$ cat src/rtl/axi4lite_master.sv
// -----------------------------------------------------------------------------
// axi4lite_master
//
// AXI4-Lite initiator. A single read or write command taken from the local
// command port becomes one AXI4-Lite transaction. The BRESP/RRESP and read
// data come back on the local response port. Only one transaction is
// outstanding at a time.
//
// Optional feature macro: AXI4LITE_MASTER_TIMEOUT_EN
//   When defined, a saturating counter runs while the FSM waits on the bus.
//   A sticky timeout_err output is raised once the counter reaches
//   TIMEOUT_CYCLES. The transaction is never abandoned.
//
// Parameters
//   ADDR_WIDTH      address width (AW_ADDR, AR_ADDR, cmd_addr)
//   DATA_WIDTH      data width, 32 or 64; strobe width is DATA_WIDTH/8
//   TIMEOUT_CYCLES  timeout threshold (only used with the macro defined)
//
// Ports
//   A_CLK, A_RSTn          clock (rising edge), asynchronous active-low reset
//   cmd_valid/cmd_ready    command handshake
//   cmd_write              1 = write, 0 = read
//   cmd_addr/wdata/wstrb   command payload
//   rsp_valid/rsp_ready    response handshake
//   rsp_write              response belongs to a write
//   rsp_rdata, rsp_resp    read data (zero for writes), BRESP/RRESP
//   AW_*, W_*, B_*         AXI4-Lite write channels
//   AR_*, R_*              AXI4-Lite read channels
//   timeout_err            sticky timeout flag (macro only)
//
// Handshake semantics, every channel: a transfer happens on a rising edge
// where VALID and READY are both high. VALID never depends combinationally
// on READY. Once raised, VALID and its payload hold until the transfer.
// -----------------------------------------------------------------------------
module axi4lite_master #(
    parameter int ADDR_WIDTH     = 32,
    parameter int DATA_WIDTH     = 32,
    parameter int TIMEOUT_CYCLES = 256
) (
    input  logic                      A_CLK,
    input  logic                      A_RSTn,

    input  logic                      cmd_valid,
    output logic                      cmd_ready,
    input  logic                      cmd_write,
    input  logic [ADDR_WIDTH-1:0]     cmd_addr,
    input  logic [DATA_WIDTH-1:0]     cmd_wdata,
    input  logic [DATA_WIDTH/8-1:0]   cmd_wstrb,

    output logic                      rsp_valid,
    input  logic                      rsp_ready,
    output logic                      rsp_write,
    output logic [DATA_WIDTH-1:0]     rsp_rdata,
    output logic [1:0]                rsp_resp,

    output logic                      AW_VALID,
    input  logic                      AW_READY,
    output logic [ADDR_WIDTH-1:0]     AW_ADDR,
    output logic [2:0]                AW_PROT,

    output logic                      W_VALID,
    input  logic                      W_READY,
    output logic [DATA_WIDTH-1:0]     W_DATA,
    output logic [DATA_WIDTH/8-1:0]   W_STRB,

    input  logic                      B_VALID,
    output logic                      B_READY,
    input  logic [1:0]                B_RESP,

    output logic                      AR_VALID,
    input  logic                      AR_READY,
    output logic [ADDR_WIDTH-1:0]     AR_ADDR,
    output logic [2:0]                AR_PROT,

    input  logic                      R_VALID,
    output logic                      R_READY,
    input  logic [DATA_WIDTH-1:0]     R_DATA,
    input  logic [1:0]                R_RESP
`ifdef AXI4LITE_MASTER_TIMEOUT_EN
    ,
    output logic                      timeout_err
`endif
);

    localparam int STRB_W = DATA_WIDTH / 8;

    // Elaboration-time guard on the parameter ranges.
    if ((DATA_WIDTH != 32 && DATA_WIDTH != 64) || TIMEOUT_CYCLES < 1) begin : g_param_check
        $error("axi4lite_master: DATA_WIDTH must be 32 or 64 and TIMEOUT_CYCLES >= 1");
    end

    typedef enum logic [2:0] {
        S_IDLE    = 3'd0,
        S_WR_REQ  = 3'd1,
        S_WR_RESP = 3'd2,
        S_RD_REQ  = 3'd3,
        S_RD_RESP = 3'd4,
        S_RSP     = 3'd5
    } state_t;

    state_t                  state_q;
    state_t                  state_d;

    // Per-channel completion flags for the write request phase. AW and W may
    // complete in either order or together.
    logic                    aw_done_q;
    logic                    w_done_q;

    logic [ADDR_WIDTH-1:0]   addr_q;
    logic [DATA_WIDTH-1:0]   wdata_q;
    logic [STRB_W-1:0]       wstrb_q;

    logic                    rsp_write_q;
    logic [DATA_WIDTH-1:0]   rsp_rdata_q;
    logic [1:0]              rsp_resp_q;

    logic                    cmd_hs;
    logic                    aw_hs;
    logic                    w_hs;
    logic                    aw_finished;
    logic                    w_finished;

    assign cmd_hs      = cmd_valid && cmd_ready;
    assign aw_hs       = AW_VALID && AW_READY;
    assign w_hs        = W_VALID && W_READY;
    // A channel counts as finished if it completed earlier or completes now.
    assign aw_finished = aw_done_q || aw_hs;
    assign w_finished  = w_done_q || w_hs;

    // -------------------------------------------------------------------------
    // FSM: state register
    // -------------------------------------------------------------------------
    always_ff @(posedge A_CLK or negedge A_RSTn) begin
        if (!A_RSTn) begin
            state_q <= S_IDLE;
        end else begin
            state_q <= state_d;
        end
    end

    // -------------------------------------------------------------------------
    // FSM: next-state logic
    // -------------------------------------------------------------------------
    always_comb begin
        state_d = state_q;
        case (state_q)
            S_IDLE: begin
                if (cmd_hs) begin
                    state_d = cmd_write ? S_WR_REQ : S_RD_REQ;
                end
            end
            S_WR_REQ: begin
                if (aw_finished && w_finished) begin
                    state_d = S_WR_RESP;
                end
            end
            S_WR_RESP: begin
                if (B_VALID) begin
                    state_d = S_RSP;
                end
            end
            S_RD_REQ: begin
                if (AR_READY) begin
                    state_d = S_RD_RESP;
                end
            end
            S_RD_RESP: begin
                if (R_VALID) begin
                    state_d = S_RSP;
                end
            end
            S_RSP: begin
                if (rsp_ready) begin
                    state_d = S_IDLE;
                end
            end
            default: state_d = S_IDLE;
        endcase
    end

    // -------------------------------------------------------------------------
    // FSM: outputs. All VALID/READY outputs are decoded from registered state
    // only, so none of them depends combinationally on a READY/VALID input.
    // -------------------------------------------------------------------------
    always_comb begin
        cmd_ready = 1'b0;
        AW_VALID  = 1'b0;
        W_VALID   = 1'b0;
        B_READY   = 1'b0;
        AR_VALID  = 1'b0;
        R_READY   = 1'b0;
        rsp_valid = 1'b0;
        case (state_q)
            S_IDLE:    cmd_ready = 1'b1;
            S_WR_REQ: begin
                AW_VALID = !aw_done_q;
                W_VALID  = !w_done_q;
            end
            S_WR_RESP: B_READY   = 1'b1;
            S_RD_REQ:  AR_VALID  = 1'b1;
            S_RD_RESP: R_READY   = 1'b1;
            S_RSP:     rsp_valid = 1'b1;
            default:   cmd_ready = 1'b0;
        endcase
    end

    // Payloads come straight from the command latch, so they are stable for
    // the whole time VALID is high.
    assign AW_ADDR   = addr_q;
    assign AR_ADDR   = addr_q;
    assign AW_PROT   = 3'b000;
    assign AR_PROT   = 3'b000;
    assign W_DATA    = wdata_q;
    assign W_STRB    = wstrb_q;
    assign rsp_write = rsp_write_q;
    assign rsp_rdata = rsp_rdata_q;
    assign rsp_resp  = rsp_resp_q;

    // -------------------------------------------------------------------------
    // Write-phase completion flags. Cleared while idle so every write starts
    // with both channels pending.
    // -------------------------------------------------------------------------
    always_ff @(posedge A_CLK or negedge A_RSTn) begin
        if (!A_RSTn) begin
            aw_done_q <= 1'b0;
            w_done_q  <= 1'b0;
        end else if (state_q == S_IDLE) begin
            aw_done_q <= 1'b0;
            w_done_q  <= 1'b0;
        end else if (state_q == S_WR_REQ) begin
            if (aw_hs) begin
                aw_done_q <= 1'b1;
            end
            if (w_hs) begin
                w_done_q <= 1'b1;
            end
        end
    end

    // -------------------------------------------------------------------------
    // Command latch
    // -------------------------------------------------------------------------
    always_ff @(posedge A_CLK or negedge A_RSTn) begin
        if (!A_RSTn) begin
            addr_q  <= '0;
            wdata_q <= '0;
            wstrb_q <= '0;
        end else if (cmd_hs) begin
            addr_q  <= cmd_addr;
            wdata_q <= cmd_wdata;
            wstrb_q <= cmd_wstrb;
        end
    end

    // -------------------------------------------------------------------------
    // Response capture. Error codes are passed through untouched.
    // -------------------------------------------------------------------------
    always_ff @(posedge A_CLK or negedge A_RSTn) begin
        if (!A_RSTn) begin
            rsp_write_q <= 1'b0;
            rsp_rdata_q <= '0;
            rsp_resp_q  <= 2'b00;
        end else if (state_q == S_WR_RESP && B_VALID) begin
            rsp_write_q <= 1'b1;
            rsp_rdata_q <= '0;
            rsp_resp_q  <= B_RESP;
        end else if (state_q == S_RD_RESP && R_VALID) begin
            rsp_write_q <= 1'b0;
            rsp_rdata_q <= R_DATA;
            rsp_resp_q  <= R_RESP;
        end
    end

`ifdef AXI4LITE_MASTER_TIMEOUT_EN
    // -------------------------------------------------------------------------
    // Bus-wait timeout. The counter runs only in the four bus states, holds
    // in RSP, clears in IDLE and saturates at the threshold.
    // -------------------------------------------------------------------------
    localparam int TO_W = $clog2(TIMEOUT_CYCLES + 1);
    localparam logic [TO_W-1:0] TO_MAX = TO_W'(TIMEOUT_CYCLES);

    logic [TO_W-1:0] to_cnt_q;
    logic            bus_wait;

    assign bus_wait = (state_q == S_WR_REQ) || (state_q == S_WR_RESP) ||
                      (state_q == S_RD_REQ) || (state_q == S_RD_RESP);

    always_ff @(posedge A_CLK or negedge A_RSTn) begin
        if (!A_RSTn) begin
            to_cnt_q    <= '0;
            timeout_err <= 1'b0;
        end else begin
            if (state_q == S_IDLE) begin
                to_cnt_q <= '0;
            end else if (bus_wait && to_cnt_q != TO_MAX) begin
                to_cnt_q <= to_cnt_q + 1'b1;
            end
            if (to_cnt_q == TO_MAX) begin
                timeout_err <= 1'b1;
            end
        end
    end
`endif

endmodule

$ cat config.mk
export PLATFORM = sky130hd
export DESIGN_NAME = axi4lite_master
export DESIGN_NICKNAME = d
export VERILOG_FILES = /design/src/rtl/axi4lite_master.sv
export SDC_FILE = /design/constraint.sdc
export NUM_CORES = 1
export LEC_CHECK = 0
export ABC_AREA = 1
export CAP_MARGIN = 25
export CORE_MARGIN = 4
export CORE_UTILIZATION = 39
export DETAILED_ROUTE_END_ITERATION = 7
export GPL_ROUTABILITY_DRIVEN = 0
export PLACE_DENSITY_LB_ADDON = 0.3
export SETUP_SLACK_MARGIN = 0.4
export SLEW_MARGIN = 5
export SYNTH_ARGS = -nofsm -noshare
export SYNTH_HDL_FRONTEND = slang
export SYNTH_SLANG_ARGS = --single-unit
$ cat constraint.sdc
create_clock -name A_CLK -period 1.7 [get_ports A_CLK]
set_input_delay 0.34 -clock A_CLK [delete_from_list [all_inputs] [get_ports A_CLK]]
set_output_delay 0.34 -clock A_CLK [all_outputs]
set_load 0.01 [all_outputs]
Yosys cells after proc, flatten, opt, wreduce, memory -nomap -nowiden
Cells that the tools add are included.
{"block": "op_classes", "add_sub_neg": 0, "n_bitwise": 0, "n_eq_ne": 11, "multipliers": 0, "n_mux": 27, "shifts": 0, "n_reduce_logical": 18, "n_div": 0, "magnitude_cmp": 0}
{"op": "two-way mux 32 bit", "n": 2}
{"op": "two-way mux 3 bit", "n": 6}
{"op": "case mux 3 bit (6 select lines)", "n": 1}
{"op": "two-way mux 1 bit", "n": 15}
{"op": "inequality test 2 bit (second input constant)", "n": 6}
{"op": "nonzero test 2 bit", "n": 4}
{"op": "== test 3 x 2 -> 1 bit (second input constant)", "n": 2}
{"op": "== test 3 bit (second input constant)", "n": 2}
{"op": "logical AND 1 bit", "n": 6}
{"op": "two-way mux 2 bit", "n": 3}
{"op": "AND reduction 6 bit", "n": 1}
{"op": "AND reduction 2 bit", "n": 2}
{"op": "== test 3 x 1 -> 1 bit (second input constant)", "n": 1}
{"op": "zero test 3 bit", "n": 1}
{"op": "zero test 1 bit", "n": 2}
{"op": "logical OR 1 bit", "n": 2}
{"block": "totals", "regBits": 108, "mem_bits_ro": 0, "latchBits": 0, "inputBits": 114, "out_inout_bits": 148, "elab_cells": 65, "ram_bits": 0, "mem_count": 0}

Logic depth before layout (Yosys ltp)
Gate-level depths: netlist of run 1.
{"block": "logic_depth", "depth_word": 7, "ltp_mapped": 9, "mapped_depth_nobuf": 8}

Worst setup path before layout of run 1
Ideal clock, no wire load.
{"block": "synth_timing", "path_type": "register to register", "start": "register state_q[0]", "end": "register rsp_rdata_q[22], in the netlist rsp_rdata[22]", "n_path_buf": 2, "required_time_ps": 1583, "period_less_slack_ps": 1380, "setup_ps": 117, "stages_incl_launch_ff": 9, "arrival_time_ps": 1263, "path_slack_ps": 320, "path_cell_list": "dfrtp_1 -> buf_4 -> nor3_2 -> nand2_1 -> nand2_1 -> inv_2 -> buf_6 -> nand2_1 -> nand2_1"}
{"block": "synth_via", "elab_chain_len": 3, "elab_cells_between_ends": 6, "classes_between": "eq/ne: 2; mux: 1; reduce/logical: 3"}
{"element": "from (decl)", "line": "101", "source": "state_t state_q;"}
{"element": "from (signal assigned)", "line": "137", "source": "state_q <= state_d;"}
{"element": "== test 3 x 2 -> 1 bit / == test 3 bit (equally long branches)", "line": "263, 267"}
{"element": "logical AND 1 bit, on equally long branches", "line": "263, 267"}
{"element": "two-way mux 32 bit / nonzero test 2 bit (equally long branches)"}
{"element": "to (signal assigned)", "line": "261", "source": "rsp_rdata_q <= '0;"}
{"element": "to (signal assigned)", "line": "265", "source": "rsp_rdata_q <= '0;"}
{"element": "to (signal assigned)", "line": "269", "source": "rsp_rdata_q <= R_DATA;"}
{"element": "to (decl)", "line": "114", "source": "logic [DATA_WIDTH-1:0] rsp_rdata_q;"}
Several ways; a longest one is shown, not always the timed one.
A chain may end at the register's enable or synchronous reset.

Worst setup path in the final report of run 1
{"block": "layout_timing", "start": "register state_q[0]", "end": "output port cmd_ready"}
{"block": "layout_via", "elab_chain_len": 2}
{"element": "zero test 3 bit", "line": "193", "source": "case (state_q)"}
{"element": "two-way mux 1 bit", "line": "193"}
{"element": "to (decl)", "line": "44", "source": "output logic cmd_ready,"}
No other way between the ends.

==> metrics.cfg, run 1 <==
[routing]
ant_nets = 0
firstDrtPassIters = 7
num_vias = 4992
routed_via_density = 5.05
wl_per_cell_um = 18.4
routed_wl_um = 18200
drc = 0
first_iter_violations = 306

[worst_setup_path]
ff2ff_path_depth = 8
crit_buf_inv = 2
endpoint_kind = output port
cp_data_arrival_time_ps = 1300
cp-start-kind = flop
critPathSlowestCell = dfrtp_2
cp_max_fo = 8
reg2reg_slack_ps = 80
cpPeakStageDelay_ps = 500
r2r-end = W_DATA[31]
crit_family = flip-flops
crit_start = state_q[0]
r2r_start = state_q[0]
crit_path_cell_trace = buf_4 -> nor2_4 -> buf_6
crit_type = flop to output port
cp.required_ps = 1360

[yosys]
ys_ff_latch = 108
ys_seq_area_share_pct = 56.8
netlist_area_mm2 = 0.00476
netlist_instances = 550
ys_warn_count = 0
synth_area_leader_cell = dfrtp_1
synth.avg_cell_area_um2 = 8.65
synth.area.top_cells = dfrtp_1 (57%), nand2_1 (18%), nand3_1 (12%), buf_4 (6.3%), buf_6 (1.4%)
ys_types = 19
yosysTopAreaCellShare_pct = 56.8

[cts]
clkTransAtPathRegs_ps = 70
numCtsBuffers = 9
clk_latency_ps = 340
hold_buffers = 0
clockBufferDepth = 2
h-tree-depth = 3
root_buffer = clkbuf_16
cts.sinks = 108
cts_tree = done

[sta]
period_needed_ps = 1640
finalSetupTns_ps = 0
fmax_mhz = 611
slew_viol_final = 0
finalClockSkew_ps = 8.01
holdWs_ps = -17.8
finalSetupViolations = 0
hold_viol = 11
min_period_over_period_pct = 96.2
rsz0062_at_grt = true

[global_routing]
grt_pass1_wl_um = 25400
antenna_found_initial = 0
grt_max_degree = 58
grt_pass1_vias = 4696
grtUsageTotal_pct = 22.4
grt_overflow = 0

[flow_run]
max_cap_viol_count = 0

[floorplanning]
start_util_pct = 39.8
die_area_mm2 = 0.0140
core-area_mm2 = 0.0120
dieHeight_um = 118
die_w_um = 118
rows = 40
io_pins = 262

[placement]
port-buffer-count = 255
post-dp-hpwl_um = 11100
placed_area_mm2 = 0.00726

[final_layout]
antenna_cells = 0
syn2layout_area_growth_pct = 71.1
nets = 952
final_design_area_no_fill_mm2 = 0.00815
drive_above_1_share_pct = 37.2

[pwr]
leakagePower_nw = 4.35
powerDensity_mw_per_mm2 = 1880
peakVddDrop_uv = 1270

[status]
status = finished with violations
violations = negative hold slack

[hold_path]
hp-class = input pin to async pin

flip-flops by register name (all words and copies together), names as in the netlist:
name / cells
w_done_q: 1
AR_ADDR: 32
W_DATA: 32
state_q: 3
rsp_resp: 2
rsp_write: 1
W_STRB: 4
rsp_rdata: 32
aw_done_q: 1
per-layer routing:
metal | track usage (%) | vias up | routed length (um)
met3 | 6.51 | 46 | 1500
met5 | 0 | - | 0
met4 | 7.02 | 0 | 573
li1 | - | 2279 | -
met2 | 38.9 | 251 | 9330
met1 | 26.9 | 2416 | 6800
area by class of cell:
type                       instances  area (um^2)
fill                             944         3820
timing repair buffer             343         3090
sequential                       108         2710
multi-input combinational        364         1820
clock buffer                      11          243
tap                              147          184
clock inverter                     4         50.0
inverter                          12         45.0
report_power, final:
group | internal [mW] | switching, mW | total, mW | leakage [nW]
clock network | 1.17 | 0.932 | 2.11 | 0.138
registers | 3.75 | 0.838 | 4.58 | 1.37
logic | 4.34 | 4.31 | 8.65 | 2.84
total | 9.26 | 6.07 | 15.3 | 4.35
per-stage QoR:
| step | power (mW) | cells | utilization (%) | setup WS, ps | hold slack, ps |
|---|---|---|---|---|---|
| finish | 15.3 | 989 | 68.1 | 64.3 | -17.8 |
| global route | 16.3 | 989 | 68.1 | 15.0 | 1.34 |
| CTS | 14.0 | 959 | 63.9 | 45.2 | 0.139 |
| detailed placement | 11.6 | 907 | 60.7 | -53.6 | 366 |
| global placement | 11.4 | 907 | 60.7 | -3.11 | 371 |
| floorplan | 7.87 | 555 | - | 332 | 44.4 |
worst max-delay path by stage:
| stage | end | slack, ps | cells past startpoint |
|---|---|---|---|
| 2_1_floorplan | rsp_rdata[22] | 330 | 9 |
| 3_3_place_gp | W_VALID | -3 | 4 |
| 3_5_place_dp | W_VALID | -50 | 4 |
| 4_1_cts | W_VALID | 50 | 4 |
| 5_1_grt | cmd_ready | 20 | 3 |
| 6_report | cmd_ready | 60 | 3 |
cell families after synthesis:
kind of cell / share of synthesized area (%)
simple gates: 31.7
flops: 56.8
buf+inv: 11.1
compound gates: 0.421
other cells: 0.0788
synthesized netlist by cell type, drive strengths merged:
master,instances
nand2,223
nand3,111
dfrtp,108
buf,59
clkbuf,13
nor2,13
inv,12
a21oi,4
nor3,3
conb,1
nand3b,1
nand4,1
or2,1
placed cells by master, fill, tap and decap left out, drive strengths merged:
cell           synthesis  routed
a21oi                  4       4
buf                   59     227
bufinv                 0       1
clkbuf                13      16
clkdlybuf4s50          0     111
clkinv                 0       1
clkinvlp               0       2
conb                   1       6
dfrtp                108     108
inv                   12      12
nand2                223     224
nand3                111     111
nand3b                 1       1
nand4                  1       1
nor2                  13      13
nor3                   3       3
or2                    1       1
repair_timing:
action                                  CTS  global route
pin swaps                                 4            13
endpoints found under the setup margin  248           145
setup buffers                            34            19
gates cloned                              3            11
gates resized for setup                 666            54
(Power assumes the default switching activity.)
==> run 2: changes to the inputs <==
--- a/config.mk
+++ b/config.mk
@@ -10,7 +10,6 @@
 export CORE_MARGIN = 4
 export CORE_UTILIZATION = 39
 export DETAILED_ROUTE_END_ITERATION = 7
-export GPL_ROUTABILITY_DRIVEN = 0
 export PLACE_DENSITY_LB_ADDON = 0.3
 export SETUP_SLACK_MARGIN = 0.4
 export SLEW_MARGIN = 5
==> results of run 2 <==
Same layout as run 1: the final DEF is identical, and so are final timing and power.
==> run 3: changes to the inputs <==
--- a/config.mk
+++ b/config.mk
@@ -10,6 +10,7 @@
 export CORE_MARGIN = 4
 export CORE_UTILIZATION = 39
 export DETAILED_ROUTE_END_ITERATION = 7
+export HOLD_SLACK_MARGIN = 0.12
 export PLACE_DENSITY_LB_ADDON = 0.3
 export SETUP_SLACK_MARGIN = 0.4
 export SLEW_MARGIN = 5
==> run 3 against run 2 <==
The flow now finishes without violations. First-iteration DRC count increased by 0.33%. Worst hold slack better by 490 ps. Sequential power about the same. Clock skew about the same. Clock power barely moved.
==> metrics.cfg, run 3 (same netlist as run 1, synthesis figures left out) <==
[status]
status = finished clean

[final_layout]
instances_no_fill = 990
n_fill_cell = 943
antenna_cells = 0
final_common_cell = nand2_1
syn2layout_area_growth_pct = 71.3
nets = 953
drive_above_1_share_pct = 37.1
final_cell_mix = nand2_1 (177), buf_2 (114), clkdlybuf4s50_1 (111), nand3_1 (107), dfrtp_1 (105)

[pwr]
powerDensity_mw_per_mm2 = 1880
leakagePower_nw = 4.35
p_total_mw = 15.3
peakVddDrop_uv = 1260

[floorplanning]
dieHeight_um = 118
die_area_mm2 = 0.0140
start_util_pct = 39.8
rows = 40
die_w_um = 118
core-area_mm2 = 0.0120
io_pins = 262

[cts]
clk_latency_ps = 340
h-tree-depth = 3
root_buffer = clkbuf_16
cts_tree = done
cts.sinks = 108
clockBufferDepth = 2
numCtsBuffers = 9
clkTransAtPathRegs_ps = 70

[placement]
gp_congestion = 0.863
port-buffer-count = 255
place_inst = 907
post-dp-hpwl_um = 11100

[worst_setup_path]
crit_start = state_q[0]
crit_family = flip-flops
critPathSlowestCell = dfrtp_2
endpoint_kind = output port
crit_path_cell_trace = buf_4 -> nor2_4 -> buf_6
cp_data_arrival_time_ps = 1300
cp.required_ps = 1360
cp-start-kind = flop
cp_max_fo = 8
crit_buf_inv = 2
crit_type = flop to output port
r2r_start = state_q[0]
reg2reg_slack_ps = 80
cpPeakStageDelay_ps = 500

[global_routing]
grt_overflow = 0
grtUsageTotal_pct = 22.5
grt_pass1_vias = 4705
grt_max_degree = 58
antenna_found_initial = 0
grt_pass1_wl_um = 25400

[hold_path]
hp-class = flop to flop
min_from = rsp_rdata[13]

[sta]
fmax_mhz = 612
finalClockSkew_ps = 7.85
period_needed_ps = 1640
finalSetupViolations = 0
min_period_over_period_pct = 96.2
slew_viol_final = 0
hold_viol = 0
rsz0062_at_grt = true

[routing]
num_vias = 4961
ant_nets = 0
routed_wl_um = 18200
first_iter_violations = 307
routed_via_density = 5.01
firstDrtPassIters = 5
wl_per_cell_um = 18.4
drc = 0

[flow_run]
max_cap_viol_count = 0

-- run 3: worst paths after layout --
kind                                  to  depth (start not counted)
hold / removal             rsp_rdata[13]                          2
setup reg to reg              W_DATA[31]                          8
hold reg to reg            rsp_rdata[13]                          2
setup / recovery               cmd_ready                          3
max in group asynchronous     W_DATA[17]                          3
min in group asynchronous      W_STRB[1]                          3
-- run 3: report_power, final --
part | internal [mW] | leakage, nW | switching (mW)
Sequential | 3.75 | 1.37 | 0.837
Combinational | 4.34 | 2.85 | 4.30
Clock | 1.17 | 0.138 | 0.928
Total | 9.26 | 4.35 | 6.07
-- run 3: layout make-up --
class	instances	area (um^2)	share of cell area (%)
Inverter	12	45.0	0.552
Tap cell	147	184	2.26
Timing Repair Buffer	344	3100	38.1
Clock inverter	4	50.0	0.614
Clock buffer	11	243	2.98
Sequential cell	108	2710	33.2
Multi-Input combinational cell	364	1820	22.4
-- run 3: metrics by stage --
step | setup slack (ps) | utilization (%) | TNS (ps) | cell area [um^2] | hold WS (ps)
2_1_floorplan | 332 | - | 0 | 4800 | 44.4
3_3_place_gp | -3.11 | 60.7 | -3.11 | 7260 | 371
3_5_place_dp | -53.6 | 60.7 | -88.6 | 7260 | 366
4_1_cts | 45.2 | 64.0 | 0 | 7660 | 471
5_1_grt | 15.0 | 68.2 | 0 | 8160 | 490
6_report | 64.9 | 68.2 | 0 | 8160 | 469
-- run 3: repair_timing --
item	CTS	global route
hold endpoints to repair	108	0
gates resized for setup	666	54
pin swaps	4	13
setup buffers	34	19
endpoints found under the setup margin	248	145
hold buffers	1	0
cloned	3	11
-- run 3: routing by layer --
metal / vias to the layer above / GRT usage [%] / routed length (um)
li1: 2283 / - / -
met1: 2381 / 26.9 / 6720
met2: 255 / 39.0 / 9430
met3: 42 / 6.56 / 1480
met4: 0 / 7.02 / 560
met5: - / 0 / 0
-- run 3: worst register-to-register path, cell delays in order (launching register included) --
cell and delay (ps):
dfrtp_2 500, buf_4 190, nor2_4 150, buf_6 170, nand2_8 100, buf_12 150, buf_16 150, nand2_4 60
nand2_2 50
